### src/rtl/seq_shift_rotate_unit.sv
// Multi-cycle shift/rotate engine (SHR, SHRA, SHL, ROR, ROL) with start/done handshake.
// Optional abort input is compiled in when SEQ_SHIFT_ABORT_EN is defined.
module seq_shift_rotate_unit #(
  parameter int WIDTH   = 32,
  parameter int STEP    = 1,
  parameter int SHAMT_W = 5
) (
  input  logic               Clock,
  input  logic               Clear,
  input  logic               start,
  input  logic [2:0]         mode,
  input  logic [WIDTH-1:0]   operand,
  input  logic [SHAMT_W-1:0] shamt,
`ifdef SEQ_SHIFT_ABORT_EN
  input  logic               abort,
`endif
  output logic               busy,
  output logic               done,
  output logic [WIDTH-1:0]   result,
  output logic               carry_out
);

  typedef enum logic [1:0] {
    S_IDLE  = 2'd0,
    S_SHIFT = 2'd1,
    S_DONE  = 2'd2
  } state_e;

  localparam logic [2:0] MODE_SHR  = 3'd0;
  localparam logic [2:0] MODE_SHRA = 3'd1;
  localparam logic [2:0] MODE_SHL  = 3'd2;
  localparam logic [2:0] MODE_ROR  = 3'd3;
  localparam logic [2:0] MODE_ROL  = 3'd4;

  localparam logic [SHAMT_W:0]   STEP_EXT    = (SHAMT_W+1)'(STEP);
  localparam logic [SHAMT_W-1:0] SHAMT_ZERO  = SHAMT_W'(0);
  localparam logic [SHAMT_W-1:0] SHAMT_ONE   = SHAMT_W'(1);

  state_e               state_q,  state_d;
  logic [WIDTH-1:0]     work_q,   work_d;
  logic [WIDTH-1:0]     result_q, result_d;
  logic [SHAMT_W-1:0]   rem_q,    rem_d;
  logic [2:0]           mode_q,   mode_d;
  logic                 sign_q,   sign_d;
  logic                 carry_q,  carry_d;

  logic [SHAMT_W-1:0]   k_s;
  logic [WIDTH-1:0]     shifted_s;
  logic                 cout_s;
  logic                 last_s;

  // One partial shift by k (1 <= k <= WIDTH-1); returns {carry, value}.
  // Right ops shift {fill, v} down, left ops shift {v, fill} up; the fill half
  // supplies zeros, sign copies or the wrapped bits.
  function automatic logic [WIDTH:0] shift_step(input logic [WIDTH-1:0]   v,
                                                input logic [2:0]         m,
                                                input logic               sgn,
                                                input logic [SHAMT_W-1:0] k);
    logic [2*WIDTH-1:0] wide;
    logic [SHAMT_W-1:0] r_idx;
    logic [SHAMT_W-1:0] l_idx;
    logic [WIDTH:0]     res;
    r_idx = k - SHAMT_ONE;
    l_idx = SHAMT_ZERO - k;
    wide  = '0;
    res   = {1'b0, v};
    case (m)
      MODE_SHR: begin
        wide = {{WIDTH{1'b0}}, v} >> k;
        res  = {v[r_idx], wide[WIDTH-1:0]};
      end
      MODE_SHRA: begin
        wide = {{WIDTH{sgn}}, v} >> k;
        res  = {v[r_idx], wide[WIDTH-1:0]};
      end
      MODE_ROR: begin
        wide = {v, v} >> k;
        res  = {v[r_idx], wide[WIDTH-1:0]};
      end
      MODE_SHL: begin
        wide = {v, {WIDTH{1'b0}}} << k;
        res  = {v[l_idx], wide[2*WIDTH-1:WIDTH]};
      end
      MODE_ROL: begin
        wide = {v, v} << k;
        res  = {v[l_idx], wide[2*WIDTH-1:WIDTH]};
      end
      default: res = {1'b0, v};
    endcase
    return res;
  endfunction

  // Per-cycle step size and the shifted working value.
  always_comb begin
    if ({1'b0, rem_q} > STEP_EXT) begin
      k_s = STEP_EXT[SHAMT_W-1:0];
    end else begin
      k_s = rem_q;
    end
    last_s              = ({1'b0, rem_q} <= STEP_EXT);
    {cout_s, shifted_s} = shift_step(work_q, mode_q, sign_q, k_s);
  end

  // State and datapath registers, synchronous active-low clear.
  always_ff @(posedge Clock) begin
    if (!Clear) begin
      state_q  <= S_IDLE;
      work_q   <= '0;
      result_q <= '0;
      rem_q    <= '0;
      mode_q   <= 3'd0;
      sign_q   <= 1'b0;
      carry_q  <= 1'b0;
    end else begin
      state_q  <= state_d;
      work_q   <= work_d;
      result_q <= result_d;
      rem_q    <= rem_d;
      mode_q   <= mode_d;
      sign_q   <= sign_d;
      carry_q  <= carry_d;
    end
  end

  // Next-state and datapath update; DONE accepts start exactly like IDLE.
  always_comb begin
    state_d  = state_q;
    work_d   = work_q;
    result_d = result_q;
    rem_d    = rem_q;
    mode_d   = mode_q;
    sign_d   = sign_q;
    carry_d  = carry_q;
    case (state_q)
      S_IDLE, S_DONE: begin
        if (start) begin
          mode_d  = mode;
          sign_d  = operand[WIDTH-1];
          carry_d = 1'b0;
          work_d  = operand;
          rem_d   = shamt;
          if ((shamt == SHAMT_ZERO) || (mode > MODE_ROL)) begin
            result_d = operand;
            state_d  = S_DONE;
          end else begin
            state_d  = S_SHIFT;
          end
        end else begin
          state_d = S_IDLE;
        end
      end
      S_SHIFT: begin
`ifdef SEQ_SHIFT_ABORT_EN
        if (abort) begin
          state_d = S_IDLE;
        end else begin
          work_d   = shifted_s;
          result_d = shifted_s;
          carry_d  = cout_s;
          rem_d    = rem_q - k_s;
          if (last_s) begin
            state_d = S_DONE;
          end else begin
            state_d = S_SHIFT;
          end
        end
`else
        work_d   = shifted_s;
        result_d = shifted_s;
        carry_d  = cout_s;
        rem_d    = rem_q - k_s;
        if (last_s) begin
          state_d = S_DONE;
        end else begin
          state_d = S_SHIFT;
        end
`endif
      end
      default: state_d = S_IDLE;
    endcase
  end

  // Outputs decoded from registered state only.
  always_comb begin
    busy      = (state_q == S_SHIFT);
    done      = (state_q == S_DONE);
    result    = result_q;
    carry_out = carry_q;
  end

endmodule
### config.mk
export PLATFORM = sky130hd
export DESIGN_NAME = seq_shift_rotate_unit
export DESIGN_NICKNAME = d
export VERILOG_FILES = /design/src/rtl/seq_shift_rotate_unit.sv
export SDC_FILE = /design/constraint.sdc
export NUM_CORES = 1
export LEC_CHECK = 0
export BUFFER_PORTS_ARGS = -buffer_cell sky130_fd_sc_hd__buf_4
export CAP_MARGIN = 10
export CORE_MARGIN = 8
export CORE_UTILIZATION = 30
export CTS_CLUSTER_SIZE = 20
export DETAILED_ROUTE_END_ITERATION = 10
export PLACE_DENSITY_LB_ADDON = 0.3
export SETUP_SLACK_MARGIN = 0.2
export SYNTH_ARGS = -nofsm -noshare
export SYNTH_HDL_FRONTEND = slang
export SYNTH_SLANG_ARGS = --single-unit
### constraint.sdc
create_clock -name Clock -period 6.7 [get_ports Clock]
set_clock_uncertainty 0.1 [all_clocks]
set_input_delay 1.005 -clock Clock [delete_from_list [all_inputs] [get_ports Clock]]
set_output_delay 1.005 -clock Clock [all_outputs]
set_load 0.1 [all_outputs]
* Word-level counts from Yosys, hierarchy flattened
Cells that the tools add are included.
Word-level totals: input bits 43, memories kept 0, register bits 76, logic and storage cells 56, output and inout port bits 35, latch bits 0, memory bits (read-only) 0, memory bits (writable) 0
Operators by class: reductions and logical operators 9, multiply operators 0, div/mod/pow operators 0, shift operators 5, bitwise operators 0, eq/ne operators 8, magnitude comparators 5, mux-type cells 19, $add $sub $neg 3
Operators by type and width (count):
- one-hot mux 33 bit (5 select lines) | 1
- one-hot mux 32 bit (2 select lines) | 2
- left shift 64 x 5 -> 64 bit | 2
- right shift 64 x 5 -> 32 bit | 2
- two-way mux 32 bit | 3
- right shift 32 x 5 -> 32 bit | 1
- less-than comparator 5 x 6 -> 1 bit, second input constant | 2
- binary-select mux 1 bit (select 5 bit) | 2
- two-way mux 5 bit | 2
- one-hot mux 5 bit (2 select lines) | 1
- == test 3 x 2 -> 1 bit, second input constant | 2
- two-way mux 2 bit | 3
- > comparator 5 x 1 -> 1 bit, second input constant | 1
- less-or-equal comparator 5 x 1 -> 1 bit, second input constant | 1
- zero test 5 bit | 1
- subtractor 1 x 5 -> 5 bit, first input constant | 1
- subtractor 5 x 1 -> 5 bit, second input constant | 1
- subtractor 5 bit | 1
- inequality test 2 bit, second input constant | 2
- one-hot mux 2 bit (2 select lines) | 1
- AND reduction 2 bit | 2
- == test 3 x 1 -> 1 bit, second input constant | 1
- == test 3 bit, second input constant | 1
- > comparator 3 bit, second input constant | 1
- other kinds (10) | 12

* Longest topological paths before layout
depth after elaboration 7, depth in mapped cells 8, mapped depth without buffers 7

* Worst setup path after synthesis
OpenSTA, ideal clock, no wires.
path type register to output, start point register state_q[0], end point output busy, cell stages (with the launch flop) 5, required time 5595 ps, arrival 1942 ps, slack 3653 ps, path buffers 2, cells stage by stage dfxtp_1 nand2b_1 inv_1 clkbuf_1 buf_1
Between the ends: longest elaborated chain between the ends 1
Ends and longest elaborated chain:
- start, declared | RTL line 39 | state_e state_q, state_d;
- start signal, assigned | RTL line 115 | state_q <= state_d;
- == test 2 x 1 -> 1 bit | RTL line 185 | busy = (state_q == S_SHIFT);
- end, declared | RTL line 17 | output logic busy,
No other way between the ends.

* Worst setup path in the final report
start point register state_q[1], end point output busy
Same word-level chain as after synthesis.

==> summary.txt <==
Final layout
  – Nets: 568
  – # diodes: 0
  – Synth-to-Final Area Change: 24.1%
  – Share of cells above drive strength 1: 23.1%
  – Design area: 4880 um^2

Critical path
  – Critical path endpoint category: output pin
  – CP dominant cell by count: buf_4
  – Crit path largest cell delay: 0.45 ns
  – Reg2Reg Capture Point: carry_out
  – Crit path buf inv count: 3
  – Critical Path AT: 1.63 ns
  – CP max FO: 49
  – Worst path cell trace: nand2b_2, buf_4, inv_1, buf_4
  – CP startpoint kind: flip-flop
  – Internal reg-to-reg setup slack: 4.01 ns
  – Crit-path leading delay family: buffers and inverters
  – CP Depth: 4
  – Worst Reg-to-Reg Cells: 6
  – Critical Path RT: 5.59 ns
  – Crit-path slowest cell: buf_4
  – Crit Path Category: reg2out
  – Worst flop-to-flop path startpoint: rem_q[1]

Floorplanning
  – Die Y: 130 um
  – Rows: 42
  – Initial core utilization: 30.2%
  – Die Wd: 130 um
  – Core region area: 13000 um^2
  – # IOs: 78
  – Die footprint: 17000 um^2

Yosys
  – Cell variety after synth: 54
  – Async SR Flop Fraction: 0%
  – Simple logic cell fraction of the synthesized area: 16.4%
  – Mux cell area share after synthesis: 2.83%
  – Post-synthesis compound-gate area fraction: 35.8%
  – Area of the mapped netlist: 3930 um^2
  – Post-synthesis sequential area ratio: 38.7%
  – Post-Synth Adder-Cell Area: 0.637%
  – Post-Synth XOR/XNOR Area: 0.223%
  – Top_reg_cell synth: dfxtp_1
  – Syn Nets: 518
  – Post-synthesis cell count: 473
  – Avg Cell Area, Syn: 8.31 um^2
  – Seq cells post-synth: 76
  – Yosys warning count: 0
  – Largest family of logic cells by synthesized area: compound AO/OA/AOI/OAI gates
  – Number of synthesized flops with an enable pin: 0

Route
  – Vias per cell: 5.50
  – Routed WL per cell: 17.2 um
  – Routed vias: 3870
  – DRC violations left: 0
  – DRT iter0 DRCs: 353
  – DRT Pass-1 Iters: 4
  – Antenna Nets Post-Route: 0
  – Final wirelength: 12100 um

Timing
  – Slew margin rel.: 45.3%
  – Worst Tran Pin Value: 0.817 ns
  – Crit path time final: 2.74 ns
  – Slew Limit Fails: 0
  – FMAX: 366 MHz
  – Sum of negative setup slack: 0 ns
  – Final worst path period share: 40.8%
  – Final hold vios: 0
  – Endpoints failing setup: 0
  – RSZ-0062 raised after global routing: false

Power and ir drop
  – Sequential cell fraction of total power: 35.8%
  – Clk pwr share: 30.7%
  – Pleak: 1.93 nW
  – Psw: 0.000597 W
  – Switching share of power: 38.8%
  – Internal power: 0.000943 W
  – Peak supply drop: 139 uV
  – Total power: 0.00154 W
  – Power Density: 316 nW/um^2
  – Combinational Power Share: 33.5%

Global routing
  – All-layer global routing usage: 14.5%
  – Number of global-route vias before repair: 3847
  – Largest net degree at the start of global routing: 72
  – First-pass GRT wire length: 19900 um
  – Initial antenna violation count: 0
  – GR Overflow Total: 0

Clock tree
  – Clock Latency Late Sink: 0.33 ns
  – Number of CTS-inserted buffers: 9
  – Depth of the CTS H-tree: 3
  – Clock Sinks: 76
  – Clock Tree Buf Depth: 2
  – CTS resizes: 0
  – Postcts setup bufs: 0
  – Root buf cell: clkbuf_16
  – Worst-path clk slew: 0.06 ns
  – Hold-fix buffers, CTS: 0
  – CTS tree: built

Hold path
  – Hold Path Class: reg2reg
  – Hold endpoint: sign_q
  – Hold Crit Depth: 2
  – Critical hold path startpoint: sign_q

Outcome
  – Run status: complete, no violations

Flow run
  – MaxCap Viol Count: 0

Placement
  – PortBufs: 77
  – Placed inst area: 4580 um^2
  – Detail Placement HPWL: 8180 um
  – GP Congestion: 0.802
worst max path at each step:
stage | startpoint | endpoint | slack (ns)
floorplan | state_q[0] | busy | 3.65
global placement | start | work_q[6] | 3.49
detailed placement | start | work_q[8] | 3.33
CTS | start | work_q[8] | 3.67
global route | start | work_q[24] | 3.77
finish | state_q[1] | busy | 3.96
power groups by stage:
stage	Clock [W]	Sequential (W)	Combinational, W
after global placement	0	0.000560	0.000507
after floorplan	0	0.000710	0.000247
after global routing	0.000503	0.000559	0.000556
final	0.000472	0.000552	0.000516
after detailed placement	0	0.000561	0.000515
after CTS	0.000484	0.000551	0.000517
cells in the mapped netlist, types with 3 or more instances:
cell / n / share of area (%)
nor2b_1: 4 / 0.64
o21ai_0: 47 / 6.0
o221a_2: 4 / 1.1
or3_1: 4 / 0.64
and3_1: 4 / 0.64
a31oi_1: 43 / 6.8
dfxtp_1: 76 / 39
nand2b_1: 4 / 0.64
a32o_1: 4 / 1.0
nor4_1: 4 / 0.64
o221ai_1: 19 / 4.2
clkbuf_1: 31 / 3.0
nand2_1: 84 / 8.0
o211ai_1: 4 / 0.76
a311oi_2: 5 / 1.9
buf_1: 3 / 0.29
inv_1: 5 / 0.48
a31o_2: 4 / 0.89
a21boi_0: 6 / 1.1
buf_2: 8 / 1.0
nand3_1: 3 / 0.38
mux4_2: 4 / 2.3
o22a_1: 20 / 4.5
o21a_1: 7 / 1.3
a211oi_1: 6 / 1.1
nor3_1: 7 / 0.89
a21oi_1: 10 / 1.3
nor2_1: 20 / 1.9
cell families after synthesis:
| group | Yosys count |
|---|---|
| and+or+nand+nor | 143 |
| adders and majority gates | 2 |
| xor gates and xnor gates | 1 |
| buffers and inverters | 49 |
| muxes | 6 |
| DFF | 76 |
| other | 1 |
| AOI/OAI and AO/OA | 195 |
tightest hold or removal path, cell delays in order (launching register included):
cell,delay (ns)
dfxtp_1,0.31
nand2_1,0.05
a21boi_0,0.07
metrics by stage:
stage	worst slack [ns]	hold slack (ns)	utilization [%]	instances
floorplan	3.65	0.341	-	473
global placement	3.49	0.368	35.1	687
detailed placement	3.33	0.369	35.1	687
CTS	3.67	0.377	37.3	702
global route	3.77	0.429	37.4	703
finish	3.96	0.380	37.4	703
layer usage:
metal  GRT usage [%]  vias up  share of wire, %
li1                -     1899                 -
met5               0        -                 0
met1            19.7     1857                48
met2            22.5      104                46
met4            4.05        0               1.0
met3            3.33       10               5.1
sequential cells by signal (all words and copies together), names as in the netlist:
name / cells
rem_q: 5
sign_q: 1
result: 32
carry_out: 1
state_q: 2
mode_q: 3
work_q: 32
area by class of cell:
cell class	count	area, um^2
fill	1372	8160
clock buffer	10	229
clock inverter	5	53.8
inverter	5	18.8
tap	176	220
timing repair buffer	83	631
sequential	76	1520
multi-input combinational	348	2200
cell usage in the layout (no fill, tap or decap), drive strengths merged, types with 7 or more instances in the layout:
| cell type | n |
|---|---|
| nand2 | 84 |
| buf | 83 |
| dfxtp | 76 |
| o21ai | 49 |
| a31oi | 43 |
| nor2 | 21 |
| o22a | 20 |
| o221ai | 19 |
| a21oi | 10 |
| clkbuf | 10 |
| o21a | 7 |
| nor3 | 7 |
Power figures use the tool's default switching activity.
